File: src/rtl/vcap_pkg.sv
// Shared types and constants for the video capture DRAM writer.
// Pixel formats, byte strobes, ctrl command layout and pixel packing helpers.
package vcap_pkg;

  localparam int PIX_RGB888 = 0;
  localparam int PIX_RGB565 = 1;

  localparam logic [3:0] STRB_FULL = 4'hF;
  localparam logic [3:0] STRB_LO   = 4'h3;

  typedef struct packed {
    logic [7:0]  len;
    logic [31:0] addr;
  } ctrl_cmd_t;

  // Input pixels arrive as {R,B,G}
  function automatic logic [31:0] pack888(input logic [23:0] rgb);
    return {rgb[23:16], rgb[7:0], rgb[15:8], 8'hFF};
  endfunction

  function automatic logic [15:0] rgb565(input logic [23:0] rgb);
    return {rgb[23:19], rgb[7:2], rgb[15:11]};
  endfunction

endpackage

File: src/rtl/vcap_pixel_packer.sv
// Packs captured pixels into 32-bit DRAM words with byte strobes.
// o_eol marks the cycle in which the last word of a line has been emitted.
module vcap_pixel_packer
  import vcap_pkg::*;
#(
  parameter int PIX_MODE = PIX_RGB888
) (
  input  logic        clk,
  input  logic        rst_n,
  input  logic        i_clr,
  input  logic        i_pix_vld,
  input  logic [23:0] i_rgb,
  input  logic        i_line_end,
  output logic        o_we,
  output logic [35:0] o_data,
  output logic        o_eol,
  output logic        o_flush_pend
);

  logic        r_we;
  logic [35:0] r_data;

  assign o_we   = r_we;
  assign o_data = r_data;

  if (PIX_MODE == PIX_RGB565) begin : g_565
    logic [15:0] r_hold;
    logic        r_have;
    logic        r_flush;

    // An odd-length line leaves one pixel held; it goes out a cycle late
    assign o_flush_pend = i_line_end & r_have;
    assign o_eol        = (i_line_end & ~r_have) | r_flush;

    always_ff @(posedge clk) begin
      if (!rst_n) begin
        r_we    <= 1'b0;
        r_data  <= '0;
        r_hold  <= '0;
        r_have  <= 1'b0;
        r_flush <= 1'b0;
      end else begin
        r_we    <= 1'b0;
        r_flush <= 1'b0;
        if (i_pix_vld) begin
          if (r_have) begin
            r_we   <= 1'b1;
            r_data <= {STRB_FULL, rgb565(i_rgb), r_hold};
            r_have <= 1'b0;
          end else begin
            r_hold <= rgb565(i_rgb);
            r_have <= 1'b1;
          end
        end else if (o_flush_pend) begin
          r_we    <= 1'b1;
          r_flush <= 1'b1;
          r_data  <= {STRB_LO, 16'h0000, r_hold};
          r_have  <= 1'b0;
        end else if (i_clr) begin
          r_have <= 1'b0;
        end
      end
    end
  end else begin : g_888
    assign o_flush_pend = 1'b0;
    assign o_eol        = i_line_end;

    always_ff @(posedge clk) begin
      if (!rst_n) begin
        r_we   <= 1'b0;
        r_data <= '0;
      end else begin
        r_we <= i_pix_vld & ~i_clr;
        if (i_pix_vld)
          r_data <= {STRB_FULL, pack888(i_rgb)};
      end
    end
  end

endmodule

File: src/rtl/vid_capture_dram_writer.sv
// Single-frame video grabber: packs pixels to DRAM words and issues
// per-line burst commands into double-buffered frame banks.
module vid_capture_dram_writer
  import vcap_pkg::*;
#(
  parameter int          H_ACTIVE   = 1600,
  parameter int          V_ACTIVE   = 1200,
  parameter int          BURST_LEN  = 64,
  parameter logic [31:0] FB_BASE    = 32'h0000_0000,
  parameter logic [31:0] BANK_BYTES = 32'h0080_0000,
  parameter int          PIX_MODE   = PIX_RGB888
) (
  input  logic        clk,
  input  logic        rst_n,
  input  logic        hsync,
  input  logic        vsync_n,
  input  logic        de,
  input  logic [23:0] rgb_data,
  input  logic        capture_sig,
  input  logic        ctrl_full,
  output logic [35:0] data_in,
  output logic        data_we,
  output logic [39:0] ctrl_in,
  output logic        ctrl_we,
  output logic        capture_rtn,
  output logic        capture_done,
  output logic        cur_bank,
  output logic        overflow
);

  localparam logic [15:0] H_LIM   = 16'(H_ACTIVE);
  localparam logic [15:0] V_LIM   = 16'(V_ACTIVE);
  localparam logic [7:0]  B_LEN   = 8'(BURST_LEN);
  localparam logic [31:0] B_BYTES = 32'(BURST_LEN * 4);
  localparam logic [31:0] STRIDE  = (PIX_MODE == PIX_RGB565)
                                    ? 32'((H_ACTIVE + 1) / 2 * 4)
                                    : 32'(H_ACTIVE * 4);

  logic        r_vs_d1;
  logic        r_vs_d2;
  logic        r_fs_pend;
  logic        r_cap;
  logic        r_done;
  logic        r_bank;
  logic        r_ovf;
  logic [15:0] r_x;
  logic [15:0] r_y;
  logic        r_dce_q;
  logic [31:0] r_line_addr;
  logic [31:0] r_burst_off;
  logic [7:0]  r_pend;
  logic        r_line_has;
  logic        r_cmd_v;
  ctrl_cmd_t   r_cmd;

  logic        w_dce;
  logic        w_cap_de;
  logic        w_line_end;
  logic        w_fs_edge;
  logic        w_fs;
  logic        w_pk_we;
  logic        w_pk_eol;
  logic        w_flush_pend;
  logic [35:0] w_pk_data;
  logic [7:0]  w_cnt;
  logic        w_full;
  logic        w_part;
  logic [31:0] w_bank_base;

  assign w_dce      = de & r_cap;
  assign w_cap_de   = w_dce & (r_x < H_LIM) & (r_y < V_LIM);
  assign w_line_end = r_dce_q & ~w_dce;
  assign w_fs_edge  = r_vs_d1 & ~r_vs_d2;
  // Frame start waits one cycle for a line-end flush to leave the packer
  assign w_fs       = (w_fs_edge | r_fs_pend) & ~w_flush_pend;

  assign w_cnt       = r_pend + {7'd0, w_pk_we};
  assign w_full      = w_pk_we & (w_cnt == B_LEN);
  assign w_part      = w_pk_eol & ~w_full & (w_cnt != 8'd0);
  assign w_bank_base = r_bank ? FB_BASE : FB_BASE + BANK_BYTES;

  vcap_pixel_packer #(
    .PIX_MODE (PIX_MODE)
  ) u_packer (
    .clk          (clk),
    .rst_n        (rst_n),
    .i_clr        (w_fs),
    .i_pix_vld    (w_cap_de),
    .i_rgb        (rgb_data),
    .i_line_end   (w_line_end),
    .o_we         (w_pk_we),
    .o_data       (w_pk_data),
    .o_eol        (w_pk_eol),
    .o_flush_pend (w_flush_pend)
  );

  always_ff @(posedge clk) begin
    if (!rst_n) begin
      r_vs_d1     <= 1'b0;
      r_vs_d2     <= 1'b0;
      r_fs_pend   <= 1'b0;
      r_cap       <= 1'b0;
      r_done      <= 1'b0;
      r_bank      <= 1'b0;
      r_ovf       <= 1'b0;
      r_x         <= '0;
      r_y         <= '0;
      r_dce_q     <= 1'b0;
      r_line_addr <= '0;
      r_burst_off <= '0;
      r_pend      <= '0;
      r_line_has  <= 1'b0;
      r_cmd_v     <= 1'b0;
      r_cmd       <= '0;
    end else begin
      r_vs_d1   <= ~vsync_n;
      r_vs_d2   <= r_vs_d1;
      r_fs_pend <= (w_fs_edge | r_fs_pend) & w_flush_pend;
      r_dce_q   <= w_dce;
      r_done    <= w_fs & r_cap;

      if (w_fs) begin
        r_cap <= capture_sig;
        if (r_cap)
          r_bank <= ~r_bank;
      end

      if (hsync | w_fs)
        r_x <= '0;
      else if (w_dce && r_x < H_LIM)
        r_x <= r_x + 16'd1;

      if (w_fs)
        r_y <= '0;
      else if (w_line_end && r_y < V_LIM)
        r_y <= r_y + 16'd1;

      r_cmd_v <= w_full | w_part;
      if (w_full | w_part) begin
        r_cmd.len  <= w_full ? B_LEN : w_cnt;
        r_cmd.addr <= w_bank_base + r_line_addr + r_burst_off;
      end

      if (r_cmd_v & ctrl_full)
        r_ovf <= 1'b1;

      if (w_fs) begin
        r_pend      <= '0;
        r_burst_off <= '0;
        r_line_addr <= '0;
        r_line_has  <= 1'b0;
      end else if (w_pk_eol) begin
        r_pend      <= '0;
        r_burst_off <= '0;
        r_line_has  <= 1'b0;
        if (r_line_has | w_pk_we)
          r_line_addr <= r_line_addr + STRIDE;
      end else begin
        r_pend <= w_full ? 8'd0 : w_cnt;
        if (w_full)
          r_burst_off <= r_burst_off + B_BYTES;
        if (w_pk_we)
          r_line_has <= 1'b1;
      end
    end
  end

  assign data_in      = w_pk_data;
  assign data_we      = w_pk_we;
  assign ctrl_in      = r_cmd;
  assign ctrl_we      = r_cmd_v & ~ctrl_full;
  assign capture_rtn  = r_cap;
  assign capture_done = r_done;
  assign cur_bank     = r_bank;
  assign overflow     = r_ovf;

endmodule

File: config.mk
export PLATFORM = sky130hd
export DESIGN_NAME = vid_capture_dram_writer
export DESIGN_NICKNAME = d
export VERILOG_FILES = /design/src/rtl/vcap_pkg.sv /design/src/rtl/vcap_pixel_packer.sv /design/src/rtl/vid_capture_dram_writer.sv
export SDC_FILE = /design/constraint.sdc
export NUM_CORES = 1
export LEC_CHECK = 0
export BUFFER_PORTS_ARGS = -buffer_cell sky130_fd_sc_hd__clkbuf_2
export CAP_MARGIN = 20
export CELL_PAD_IN_SITES_DETAIL_PLACEMENT = 1
export CELL_PAD_IN_SITES_GLOBAL_PLACEMENT = 2
export CORE_ASPECT_RATIO = 2
export CORE_MARGIN = 2
export CORE_UTILIZATION = 35
export CTS_BUF_LIST = sky130_fd_sc_hd__clkbuf_4 sky130_fd_sc_hd__clkbuf_8
export CTS_CLUSTER_SIZE = 40
export DETAILED_ROUTE_END_ITERATION = 6
export GPL_TIMING_DRIVEN = 0
export PLACE_DENSITY_LB_ADDON = 0.1
export RECOVER_POWER = 25
export SYNTH_ARGS = -nofsm -noshare
export SYNTH_HDL_FRONTEND = slang
export SYNTH_HIERARCHICAL = 1
export SYNTH_SLANG_ARGS = --single-unit
File: constraint.sdc
create_clock -name clk -period 3.69 [get_ports clk]
set_input_delay 0.369 -clock clk [delete_from_list [all_inputs] [get_ports clk]]
set_output_delay 0.369 -clock clk [all_outputs]
set_load 0.05 [all_outputs]
# [Word level (Yosys, flattened, before mapping)]
# Cells that the tools add are included.
[totals] regBits=187 inputBits=31 output_inout_bits=82
[op_classes] add_sub_neg=7 n_lt_le_gt_ge=2 eq_ne=1 muxes=2 n_bitwise=23 reduce_logical=9
[op_table] op="$add 16x1->16 const B" count=2
[op_table] op="$add 24x32->32" count=1
[op_table] op="$add 32x13->32 const B" count=1
[op_table] op="$add 32x32->32" count=1
[op_table] op="$add 32x9->32 const B" count=1
[op_table] op="$lt 16x11->1 const B" count=2
[op_table] op="$mux 24" count=1
[op_table] op="$and 1x1->1" count=12
[op_table] op="$add 8x1->8" count=1
[op_table] op="$eq 8x7->1 const B" count=1
[op_table] op="$mux 8" count=1
[op_table] op="$not 1->1" count=8
[op_table] op="$reduce_bool 8->1" count=1
[op_table] op="$reduce_and 2->1" count=2
[op_table] op="$reduce_or 2->1" count=2
[op_table] op="$reduce_or 4->1" count=1
[op_table] op="$or 1x1->1" count=3
[op_table] op="$reduce_or 3->1" count=1
[op_table] op="$logic_and 1x1->1" count=2

# [Depth between registers and ports, before layout]
# Gate-level depths: netlist of run 1.
[logic_depth] depth_word=7 depth_mapped=11

# [Modules after synthesis]
# Netlist of run 1, hierarchy kept.
[by_module_without_submodules] mod="vid_capture_dram_writer" instances=1 cells_per_inst=773 area_per_inst_um2=6757.7 seq_area_each_um2=2602.5
[by_module_without_submodules] mod="vcap_pixel_packer" instances=1 cells_per_inst=95 area_per_inst_um2=1087.3 seq_area_each_um2=520.5

# [Worst setup path after synthesis of run 1]
# No wires, ideal clock.
[synth_timing] path_type="flip-flop to flip-flop" start="register r_bank (netlist: cur_bank)" end="register r_cmd, in the netlist ctrl_in[28]" setup_ns=0.075 arrival_time_ns=2.831 t_required_ns=3.615 slack_ns=0.784 stages_incl_launch_ff=11 period_less_slack_ns=2.906 path_cell_list="dfxtp_1 -> inv_1 -> fa_1 -> ha_1 -> clkbuf_1 -> nand4_1 -> or4_1 -> a21oi_1 -> nor3_1 -> xor2_1 -> o22ai_1"
[synth_via] elab_chain_len=3
[synth_lines] element="start, declared" line="vid_capture_dram_writer.sv:44" rtl="logic r_bank;"
[synth_lines] element="start signal, assigned" line="vid_capture_dram_writer.sv:125" rtl="r_bank <= ~r_bank;"
[synth_lines] element="$mux 24" line="vid_capture_dram_writer.sv:80" rtl="assign w_bank_base = r_bank ? FB_BASE : FB_BASE + BANK_BYTES;"
[synth_lines] element="via w_bank_base[23]" line="vid_capture_dram_writer.sv:68" rtl="logic [31:0] w_bank_base;"
[synth_lines] element="$add 24x32->32" line="vid_capture_dram_writer.sv:141" rtl="r_cmd.addr <= w_bank_base + r_line_addr + r_burst_off;"
[synth_lines] element="$add 32x32->32" line="vid_capture_dram_writer.sv:141"
[synth_lines] element="end, declared" line="vid_capture_dram_writer.sv:54" rtl="ctrl_cmd_t r_cmd;"
# The timed path passes the listed nets, and every way through them passes these cells.
# A chain may end at the register's enable or synchronous reset.

# [Worst setup path in the final report of run 1]
[layout_timing] start="register u_packer.r_we (netlist: u_packer/o_we)" end="register r_cmd, in the netlist ctrl_in[37]"
[layout_via] elab_chain_len=7 elab_cells_between_ends=9
[layout_lines] element="start, declared" line="vcap_pixel_packer.sv:20" rtl="logic r_we;"
[layout_lines] element="start signal, assigned" line="vcap_pixel_packer.sv:73" rtl="r_we <= i_pix_vld & ~i_clr;"
[layout_lines] element="$add 8x1->8" line="vid_capture_dram_writer.sv:77" rtl="assign w_cnt = r_pend + {7'd0, w_pk_we};"
[layout_lines] element="$eq 8x7->1" line="vid_capture_dram_writer.sv:78" rtl="assign w_full = w_pk_we & (w_cnt == B_LEN);"
[layout_lines] element="$and 1x1->1" line="vid_capture_dram_writer.sv:78"
[layout_lines] element="$not 1->1" line="vid_capture_dram_writer.sv:79" rtl="assign w_part = w_pk_eol & ~w_full & (w_cnt != 8'd0);"
[layout_lines] element="$and 1x1->1 (2 in series)" line="vid_capture_dram_writer.sv:79"
[layout_lines] element="$or 1x1->1" line="vid_capture_dram_writer.sv:139" rtl="if (w_full | w_part) begin"
# Several ways; a longest one is shown, not always the timed one.

==> metrics.md, run 1 <==
| Metric | Value |
|---|---|
| Syn Inst Count | `868` |
| Antenna Violating Nets Remaining | `0` |
| N_diodes | `0` |
| DR top layer | `met4` |
| Final hold viol count | `0` |
| DP Worst Slack | `0.485 ns` |
| I/O pin cnt | `113` |
| Layout Nets | `1,082` |
| Die H | `216 um` |
| Critical path launch point | `u_packer/o_we$_SDFF_PN0_` |
| DIE WIDTH | `110 um` |
| Final min period | `3.21 ns` |
| Top Family by Delay on Critical Path | `buffers and inverters` |
| Syn. warnings | `6` |
| Avg Inst Size Synth | `9.04 sq um` |
| Critical path type | `reg -> reg` |
| RSZ-0062 raised after global routing | `no` |
| First-pass GRT wire length | `35.8 mm` |
| Core Rows | `77` |
| Post-Synth Simple-Gate Area | `21.7%` |
| WP depth | `11` |
| Rel. slew slack | `54.9%` |
| Clock Power Share | `41.0%` |
| Met1 wire length | `7.65 mm` |
| Hold Path Origin | `rgb_data[10]` |
| Asr flop ratio synth | `0%` |
| Worst hold slack | `0.144 ns` |
| EDFF count, synth | `0` |
| Crit path cell chain | `ha_1, ha_1, nand3_1, xor2_1, and4_4, a31oi_1, a31oi_1, buf_4, buf_4, buf_2, a211oi_1` |
| Worst setup SP type | `register` |
| Crit. End Element | `register` |
| Resized cells post-CTS | `0` |
| Clock tree buffer depth | `2` |
| H-tree levels | `4` |
| Final core utilization | `41.2%` |
| TritonCTS clock tree | `built` |
| Clk Latency, worst-skew pair | `0.49 ns` |
| Fin area | `0.00908 sq mm` |
| Buf/Inv on CP | `3` |
| Hold Crit Depth | `3` |
| Status | `completed` |
| Mux share of post-synthesis cell area | `5.49%` |
| Layout cell share with drive strength beyond 1 | `13.0%` |
| Total GRT Usage | `20.0%` |
| HPWL Detailed | `18.4 mm` |
| Setup violators final | `0` |
| Via count | `6,587` |
| Via density | `5.11` |
| Clock root buffer | `clkbuf_8` |
| Total Wirelength | `22.8 mm` |
| Cts bufs inserted | `17` |
| Area contributors post-synth | `dfxtp_1 40%, ha_1 8.0%, mux2i_1 5.5%` |
| Worst Hold Class | `in -> reg` |
| Number of global-route vias before repair | `6,843` |
| Largest family of logic cells by synthesized area | `simple AND/OR/NAND/NOR gates` |
| Worst slew pin tran | `0.680 ns` |
| Slowest cell delay on critical path | `0.64 ns` |
| GP Congestion | `0.859` |
| Slowest cell on crit path | `dfxtp_1` |
| WL met2 | `14.0 mm` |
| Initial antenna violation count | `0` |
| Syn-to-layout area delta | `15.8%` |
| Routed length on met3 | `778 um` |
| Initial core utilization | `35.6%` |
| Reg2Reg Depth | `11` |
| Power per cell area | `348 mW/mm^2` |
| Crit-path max FO | `10` |
| Post-Synth XOR/XNOR Area | `8.93%` |
| Die area | `0.0237 sq mm` |
| Peak VDD IR | `0.150 mV` |
| Internal cell power | `0.00233 W` |
| Slew Limit Fails | `0` |
| Final period util | `87.1%` |
| Pleak | `3.76 nW` |
| Logic pwr share | `5.3%` |
| Routed wire per std cell | `17.7 um` |
| Most area-hungry cell type in the Yosys netlist | `dfxtp_1` |
| Overflow after GRT | `0` |
| Netlist cell types | `57` |
| Clock-pin slew on the worst setup and hold paths | `0.09 ns` |
| PnR worst setup slack | `0.476 ns` |
| Synth Area in Compound Gates | `10.6%` |
| #FFs+latches synth | `156` |
| CTS sink cnt | `156` |
| Post-synthesis sequential area ratio | `39.8%` |
| Drt pass-1 iters | `4` |
| Sum of negative setup slack | `0 ns` |
| Worst EP required | `4.04 ns` |
| Top-area cell type share of the netlist area | `39.8%` |
| Sw Pwr | `0.000831 W` |
| Mapped Area | `0.00785 sq mm` |
| Worst r2r src | `u_packer/o_we$_SDFF_PN0_` |
| Worst endpoint data arrival time | `3.57 ns` |
| DRC Markers | `0` |
| I/O Buffers | `104` |
| Post-DP Area | `0.00874 sq mm` |
| Top_reg_cell synth | `dfxtp_1` |
| CORE AREA | `0.0221 sq mm` |
| Max-cap violations | `0` |
| Fmax | `0.311 GHz` |
| Pin count of the biggest net entering global routing | `17` |
| Initial DRC count | `138` |
| Sw Ratio | `26.3%` |
| Reg power frac | `53.7%` |
| Clock Skew | `0.0130 ns` |
| Adder-cell share of the synthesized area | `8.48%` |
[registers in the layout, summed over array words and instances (netlist names), 8 cells and up]
name             cells
ctrl_in             32
r_x                 16
u_packer/o_data     25
r_burst_off         24
r_line_addr         24
r_y                 16
r_pend               8
[metrics by stage]
| stage | power [W] | instances |
|---|---|---|
| final | 0.00316 | 1288 |
| after global routing | 0.00330 | 1288 |
| after CTS | 0.00322 | 1288 |
| after detailed placement | 0.00191 | 1255 |
| after global placement | 0.00191 | 1255 |
| after floorplan | 0.00185 | 875 |
[worst reg2reg max path, stage by stage (launching register included)]
cell      delay, ns
dfxtp_1        0.64
ha_1           0.32
ha_1           0.27
nand3_1        0.11
xor2_1         0.27
and4_4         0.32
a31oi_1        0.09
a31oi_1        0.18
buf_4          0.26
buf_4          0.27
buf_2          0.26
a211oi_1       0.10
[worst paths after layout]
path / end / slack (ns)
setup / recovery: ctrl_in[37]$_SDFFE_PN0P_ / 0.48
hold / removal: u_packer/o_data[10]$_SDFFE_PN0P_ / 0.14
setup reg to reg: ctrl_in[37]$_SDFFE_PN0P_ / 0.48
hold reg to reg: ctrl_in[35]$_SDFFE_PN0P_ / 0.46
[per-layer routing]
| metal | track usage, % | up-vias |
|---|---|---|
| met5 | 0 | - |
| met4 | 5.95 | 0 |
| met3 | 3.65 | 22 |
| met2 | 42.1 | 124 |
| met1 | 17.9 | 3198 |
| li1 | - | 3243 |
[power by group through the flow]
stage | clock network [W] | registers (W) | logic [W]
2_1_floorplan | 0 | 0.00175 | 0.0000976
3_5_place_dp | 0 | 0.00174 | 0.000172
3_3_place_gp | 0 | 0.00173 | 0.000171
6_report | 0.00129 | 0.00170 | 0.000168
5_1_grt | 0.00142 | 0.00170 | 0.000184
4_1_cts | 0.00135 | 0.00170 | 0.000173
[synth_stat cells (15+ instances only)]
| cell type | instances |
|---|---|
| nand2_1 | 65 |
| and2_1 | 15 |
| inv_1 | 17 |
| and3_1 | 15 |
| mux2i_1 | 43 |
| nand3_1 | 30 |
| a21oi_1 | 52 |
| nor2_1 | 95 |
| dfxtp_1 | 156 |
| ha_1 | 50 |
| o21ai_0 | 32 |
| clkbuf_1 | 19 |
| xnor2_1 | 26 |
| buf_4 | 24 |
| nor2b_1 | 44 |
| or3_1 | 17 |
| xor2_1 | 49 |
| nand4_1 | 18 |
[cells in the final DEF, fill, tap and decap left out, types with 5 or more instances in the layout]
master,count
a31oi_1,8
inv_1,17
mux2i_1,43
xor2_1,49
clkbuf_1,65
nor2b_1,44
nand2_1,65
o21ai_0,32
a211oi_1,9
buf_4,24
nor2_1,95
a21oi_1,52
clkbuf_8,19
o22ai_1,5
or3_1,17
o31ai_1,5
and4_1,6
xnor2_1,26
clkbuf_2,58
nor3_1,9
and3_1,15
and2_1,11
ha_1,50
dfxtp_1,156
conb_1,9
nand3_1,30
nand4_1,18
[final cells by class]
class,instances,area [sq um]
fill,2664,13000
multi-input combinational,652,4360
sequential,156,3120
timing repair buffer,105,473
tap,276,345
buffer,50,323
clock buffer,19,262
clock inverter,13,133
inverter,17,63.8
[timing repair]
item,CTS,global route
setup buffers,0,0
hold buffers,1,0
hold endpoints to repair,1,0
[cell families (layout without fill, tap and decap cells)]
logic type,after synthesis,after routing
AND/OR/NAND/NOR,335,335
AO/OA/AOI/OAI,136,136
buffers and inverters,67,204
multiplexers,43,43
other,2,9
XOR/XNOR,77,77
flip-flops,156,156
adder cells (fa/ha/maj),52,52
No activity file was read; power rests on OpenSTA's default activity.
==> inputs of run 2 (changes only) <==
MAX_ROUTING_LAYER = met4   (was unset)
==> metrics.md, run 2 (synthesis gave the netlist of run 1 again) <==
| Metric | Value |
|---|---|
| Hold Crit Depth | `3` |
| Top Family by Delay on Critical Path | `buffers and inverters` |
| Initial core utilization | `35.6%` |
| HPWL Detailed | `18.4 mm` |
| H-tree levels | `4` |
| Cts bufs inserted | `17` |
| Crit-path max FO | `10` |
| DR top layer | `met4` |
| Pin count of the biggest net entering global routing | `17` |
| Rel. slew slack | `53.9%` |
| Overflow after GRT | `0` |
| GP Congestion | `0.873` |
| DIE WIDTH | `110 um` |
| Worst r2r src | `u_packer/o_we$_SDFF_PN0_` |
| Hold Path Origin | `rgb_data[6]` |
| Most common cell after layout, fill and taps aside | `dfxtp_1` |
| Resized cells post-CTS | `0` |
| Via density | `5.10` |
| Sum of negative setup slack | `0 ns` |
| Worst slew pin tran | `0.695 ns` |
| CTS sink cnt | `156` |
| DP Worst Slack | `0.485 ns` |
| Worst Hold Class | `in -> reg` |
| Layout cell share with drive strength beyond 1 | `13.0%` |
| Worst setup SP type | `register` |
| Power per cell area | `348 mW/mm^2` |
| RSZ-0062 raised after global routing | `no` |
| Internal cell power | `0.00233 W` |
| Core Rows | `77` |
| Number of global-route vias before repair | `6,830` |
| Drt pass-1 iters | `4` |
| Crit. End Element | `register` |
| Routed length on met3 | `790 um` |
| Clock Power Share | `41.1%` |
| Buf/Inv on CP | `3` |
| Total GRT Usage | `20.6%` |
| Peak VDD IR | `0.150 mV` |
| Status | `completed` |
| First-pass GRT wire length | `35.9 mm` |
| Clock tree buffer depth | `2` |
| Clock-pin slew on the worst setup and hold paths | `0.09 ns` |
| Crit path cell chain | `ha_1, ha_1, nand3_1, xor2_1, and4_4, a31oi_1, a31oi_1, buf_4, buf_4, buf_2, a211oi_1` |
| Via count | `6,573` |
| TritonCTS clock tree | `built` |
| Worst endpoint data arrival time | `3.56 ns` |
| Largest register FFs | `32` |
| Sw Pwr | `0.000838 W` |
| Most frequent cells in the layout | `156 x dfxtp_1, 95 x nor2_1, 65 x nand2_1, 65 x clkbuf_1, 58 x clkbuf_2` |
| Syn-to-layout area delta | `15.8%` |
| Slew Limit Fails | `0` |
| Register Area | `0.00312 sq mm` |
| Worst hold path endpoint | `u_packer/o_data[22]$_SDFFE_PN0P_` |
| Die area | `0.0237 sq mm` |
| Final hold viol count | `0` |
| Total Wirelength | `22.8 mm` |
| Initial antenna violation count | `0` |
| DRC Markers | `0` |
| Antenna Violating Nets Remaining | `0` |
| Initial DRC count | `142` |
| Met1 wire length | `7.70 mm` |
| Clock Skew | `0.0137 ns` |
| Final min period | `3.20 ns` |
| Final period util | `86.8%` |
| PnR worst setup slack | `0.486 ns` |
| Worst EP required | `4.04 ns` |
| Logic pwr share | `5.3%` |
| WL met2 | `13.9 mm` |
| Clock root buffer | `clkbuf_8` |
| Layout Nets | `1,082` |
| Slowest cell delay on critical path | `0.63 ns` |
| Worst R2R End | `ctrl_in[37]$_SDFFE_PN0P_` |
| Area occupied by multi-input gates | `0.00436 sq mm` |
| Die H | `216 um` |
| Clk Latency, worst-skew pair | `0.49 ns` |
| Critical path launch point | `u_packer/o_we$_SDFF_PN0_` |
| I/O pin cnt | `113` |
| Slowest cell on crit path | `dfxtp_1` |
| Reg power frac | `53.6%` |
| Reg2Reg Depth | `11` |
| Routed wire per std cell | `17.7 um` |
| Sw Ratio | `26.5%` |
| R2r setup slk | `0.49 ns` |
| CORE AREA | `0.0221 sq mm` |
| Setup violators final | `0` |
| Max-cap violations | `0` |
| N_diodes | `0` |
| Critical path type | `reg -> reg` |
| Pleak | `3.76 nW` |
| I/O Buffers | `104` |
| Fmax | `0.312 GHz` |
| Fill cell count | `2,664` |
-- run 2: cell counts in the layout (fill, tap and decap cells not counted) --
No cell type changed its count.
-- run 2: what timing repair did --
action	CTS	global route
buffers inserted	0	0
hold buffers	1	0
hold endpoints to repair	1	0
-- run 2: power by group through the flow --
stage / logic [W] / registers [W] / clock network, W
after floorplan: 0.0000976 / 0.00175 / 0
after global placement: 0.000171 / 0.00173 / 0
after detailed placement: 0.000172 / 0.00174 / 0
after CTS: 0.000173 / 0.00170 / 0.00135
after global routing: 0.000184 / 0.00170 / 0.00143
final: 0.000168 / 0.00170 / 0.00130
-- run 2: metrics by stage --
step                hold slack [ns]  cell area, sq um  total power [W]  utilization [%]  std cells
floorplan                     0.430              7870          0.00185                -        875
global placement              0.437              8740          0.00191             39.6       1255
detailed placement            0.445              8740          0.00191             39.6       1255
CTS                           0.115              9140          0.00322             41.4       1288
global route                  0.131              9080          0.00331             41.2       1288
finish                        0.142              9080          0.00316             41.2       1288
-- run 2: cell type report --
class                           count  area share [%]
Buffer                             50            3.55
Clock buffer                       19            2.88
Clock inverter                     13            1.46
Inverter                           17           0.702
Multi-Input combinational cell    652            48.0
Sequential cell                   156            34.4
Tap cell                          276            3.80
Timing Repair Buffer              105            5.21
-- run 2: worst max path at each step --
stage | to | slack [ns] | depth (start not counted)
after CTS | ctrl_in[37]$_SDFFE_PN0P_ | 0.43 | 11
after global placement | ctrl_in[37]$_SDFFE_PN0P_ | 0.46 | 11
final | ctrl_in[37]$_SDFFE_PN0P_ | 0.49 | 11
after floorplan | ctrl_in[28]$_SDFFE_PN0P_ | 0.78 | 10
after global routing | ctrl_in[23]$_SDFFE_PN0P_ | 0.25 | 11
after detailed placement | ctrl_in[37]$_SDFFE_PN0P_ | 0.48 | 11
-- run 2: worst reg2reg max path, stage by stage (launching register included) --
cell      delay, ns
dfxtp_1        0.63
ha_1           0.32
ha_1           0.27
nand3_1        0.11
xor2_1         0.27
and4_4         0.32
a31oi_1        0.09
a31oi_1        0.17
buf_4          0.26
buf_4          0.26
buf_2          0.26
a211oi_1       0.10
-- run 2: layer usage --
| layer | vias up | track usage [%] |
|---|---|---|
| met1 | 3184 | 18.0 |
| met3 | 27 | 3.65 |
| met2 | 118 | 42.0 |
| li1 | 3244 | - |
| met4 | 0 | 5.95 |
| met5 | - | - |
==> inputs of run 3 (changes only) <==
==> constraint.sdc (replaced) <==
create_clock -name clk -period 3.69 [get_ports clk]
set_input_delay 0.738 -clock clk [delete_from_list [all_inputs] [get_ports clk]]
set_output_delay 0.738 -clock clk [all_outputs]
set_load 0.05 [all_outputs]
==> metrics.md, run 3 (synthesis gave the netlist of run 1 again) <==
| Metric | Value |
|---|---|
| Initial antenna violation count | `0` |
| Number of global-route vias before repair | `6,820` |
| Final period util | `86.8%` |
| Placed insts | `1,255` |
| Largest register FFs | `32` |
| First-pass GRT wire length | `35.9 mm` |
| Clock tree buffer depth | `2` |
| Syn-to-layout area delta | `15.7%` |
| Worst EP required | `4.04 ns` |
| Critical path type | `reg -> reg` |
| Die H | `216 um` |
| WL met2 | `13.9 mm` |
| Via density | `5.11` |
| Cts bufs inserted | `17` |
| Worst hold slack | `0.398 ns` |
| Hold Path Origin | `vsync_n` |
| CTS sink cnt | `156` |
| Core Rows | `77` |
| Most common cell after layout, fill and taps aside | `dfxtp_1` |
| RSZ-0062 raised after global routing | `no` |
| Pin count of the biggest net entering global routing | `17` |
| Met1 wire length | `7.68 mm` |
| Total GRT Usage | `20.6%` |
| Power Total | `0.00316 W` |
| Die area | `0.0237 sq mm` |
| Via count | `6,574` |
| Max-cap violations | `0` |
| Top Family by Delay on Critical Path | `buffers and inverters` |
| Final min period | `3.20 ns` |
| TritonCTS clock tree | `built` |
| Crit-path max FO | `10` |
| Antenna Violating Nets Remaining | `0` |
| I/O pin cnt | `113` |
| GP Congestion | `0.873` |
| Worst slew pin tran | `0.697 ns` |
| Peak VDD IR | `0.150 mV` |
| DRC Markers | `0` |
| Pleak | `3.75 nW` |
| Clock root buffer | `clkbuf_8` |
| Drt pass-1 iters | `4` |
| Final Non-Filler Cells | `1,287` |
| Routed length on met3 | `813 um` |
| Slowest cell on crit path | `dfxtp_1` |
| Resized cells post-CTS | `0` |
| Rel. slew slack | `53.8%` |
| Slowest cell delay on critical path | `0.63 ns` |
| Clk Latency, worst-skew pair | `0.49 ns` |
| Fmax | `0.312 GHz` |
| Setup bufs post-CTS | `0` |
| Worst endpoint data arrival time | `3.55 ns` |
| Layout cell share with drive strength beyond 1 | `13.2%` |
| Crit. End Element | `register` |
| I/O Buffers | `104` |
| N_diodes | `0` |
| H-tree levels | `4` |
| Total Wirelength | `22.8 mm` |
| Final hold viol count | `0` |
| Sum of negative setup slack | `0 ns` |
| Worst setup SP type | `register` |
| Worst Hold Class | `in -> reg` |
| Final core utilization | `41.1%` |
| DIE WIDTH | `110 um` |
| Hold_buf cts | `0` |
| DR top layer | `met4` |
| Crit path cell chain | `ha_1, ha_1, nand3_1, xor2_1, and4_4, a31oi_1, a31oi_1, buf_4, buf_4, buf_2, a211oi_1` |
| CORE AREA | `0.0221 sq mm` |
| Status | `completed` |
| HPWL Detailed | `18.4 mm` |
| Most frequent cells in the layout | `156 x dfxtp_1, 95 x nor2_1, 65 x nand2_1` |
| Layout Nets | `1,081` |
| Routed wire per std cell | `17.7 um` |
| Clock-pin slew on the worst setup and hold paths | `0.09 ns` |
| Critical path launch point | `u_packer/o_we$_SDFF_PN0_` |
| Clock Skew | `0.0139 ns` |
| Slew Limit Fails | `0` |
| Initial core utilization | `35.6%` |
| Worst r2r src | `u_packer/o_we$_SDFF_PN0_` |
| Initial DRC count | `157` |
| Overflow after GRT | `0` |
| Power per cell area | `349 mW/mm^2` |
| Setup violators final | `0` |
| Buf/Inv on CP | `3` |
==> run 3: cell type report <==
| cell class | count | area [sq um] |
|---|---|---|
| fillers | 2664 | 13000 |
| flip-flops and latches | 156 | 3120 |
| multi-input cells | 652 | 4360 |
| inverters | 17 | 63.8 |
| repair buffers | 104 | 464 |
| plain buffers | 50 | 323 |
| well taps | 276 | 345 |
| clock buffers | 19 | 262 |
| clock inverters | 13 | 133 |
==> run 3: metal layers <==
metal	up-vias	global-route usage (%)
met5	-	-
met4	0	5.95
met3	23	3.65
met2	120	42.0
met1	3190	18.0
li1	3241	-
==> run 3: worst paths after layout <==
path,endpoint,slack (ns),cells after the start
hold reg to reg,ctrl_in[35]$_SDFFE_PN0P_,0.46,2
hold / removal,r_vs_d1$_SDFF_PN0_,0.40,2
setup reg to reg,ctrl_in[37]$_SDFFE_PN0P_,0.49,11
setup / recovery,ctrl_in[37]$_SDFFE_PN0P_,0.49,11
==> run 3: through the flow <==
step	area (sq um)	worst slack (ns)
after global placement	8740	0.464
after CTS	9130	0.432
final	9070	0.488
after detailed placement	8740	0.485
after floorplan	7870	0.784
after global routing	9070	0.250
==> run 3: report_power, final <==
| group | switching, W | total [W] | internal, W | leakage [nW] |
|---|---|---|---|---|
| logic | 0.000116 | 0.000167 | 0.0000518 | 2.30 |
| clock network | 0.000716 | 0.00130 | 0.000585 | 0.202 |
| registers | 0.00000583 | 0.00170 | 0.00169 | 1.26 |
==> run 3: worst register-to-register path, cell delays in order, from the launching register on <==
cell,delay (ns)
dfxtp_1,0.63
ha_1,0.32
ha_1,0.27
nand3_1,0.11
xor2_1,0.27
and4_4,0.32
a31oi_1,0.09
a31oi_1,0.17
buf_4,0.26
buf_4,0.26
buf_2,0.25
a211oi_1,0.10
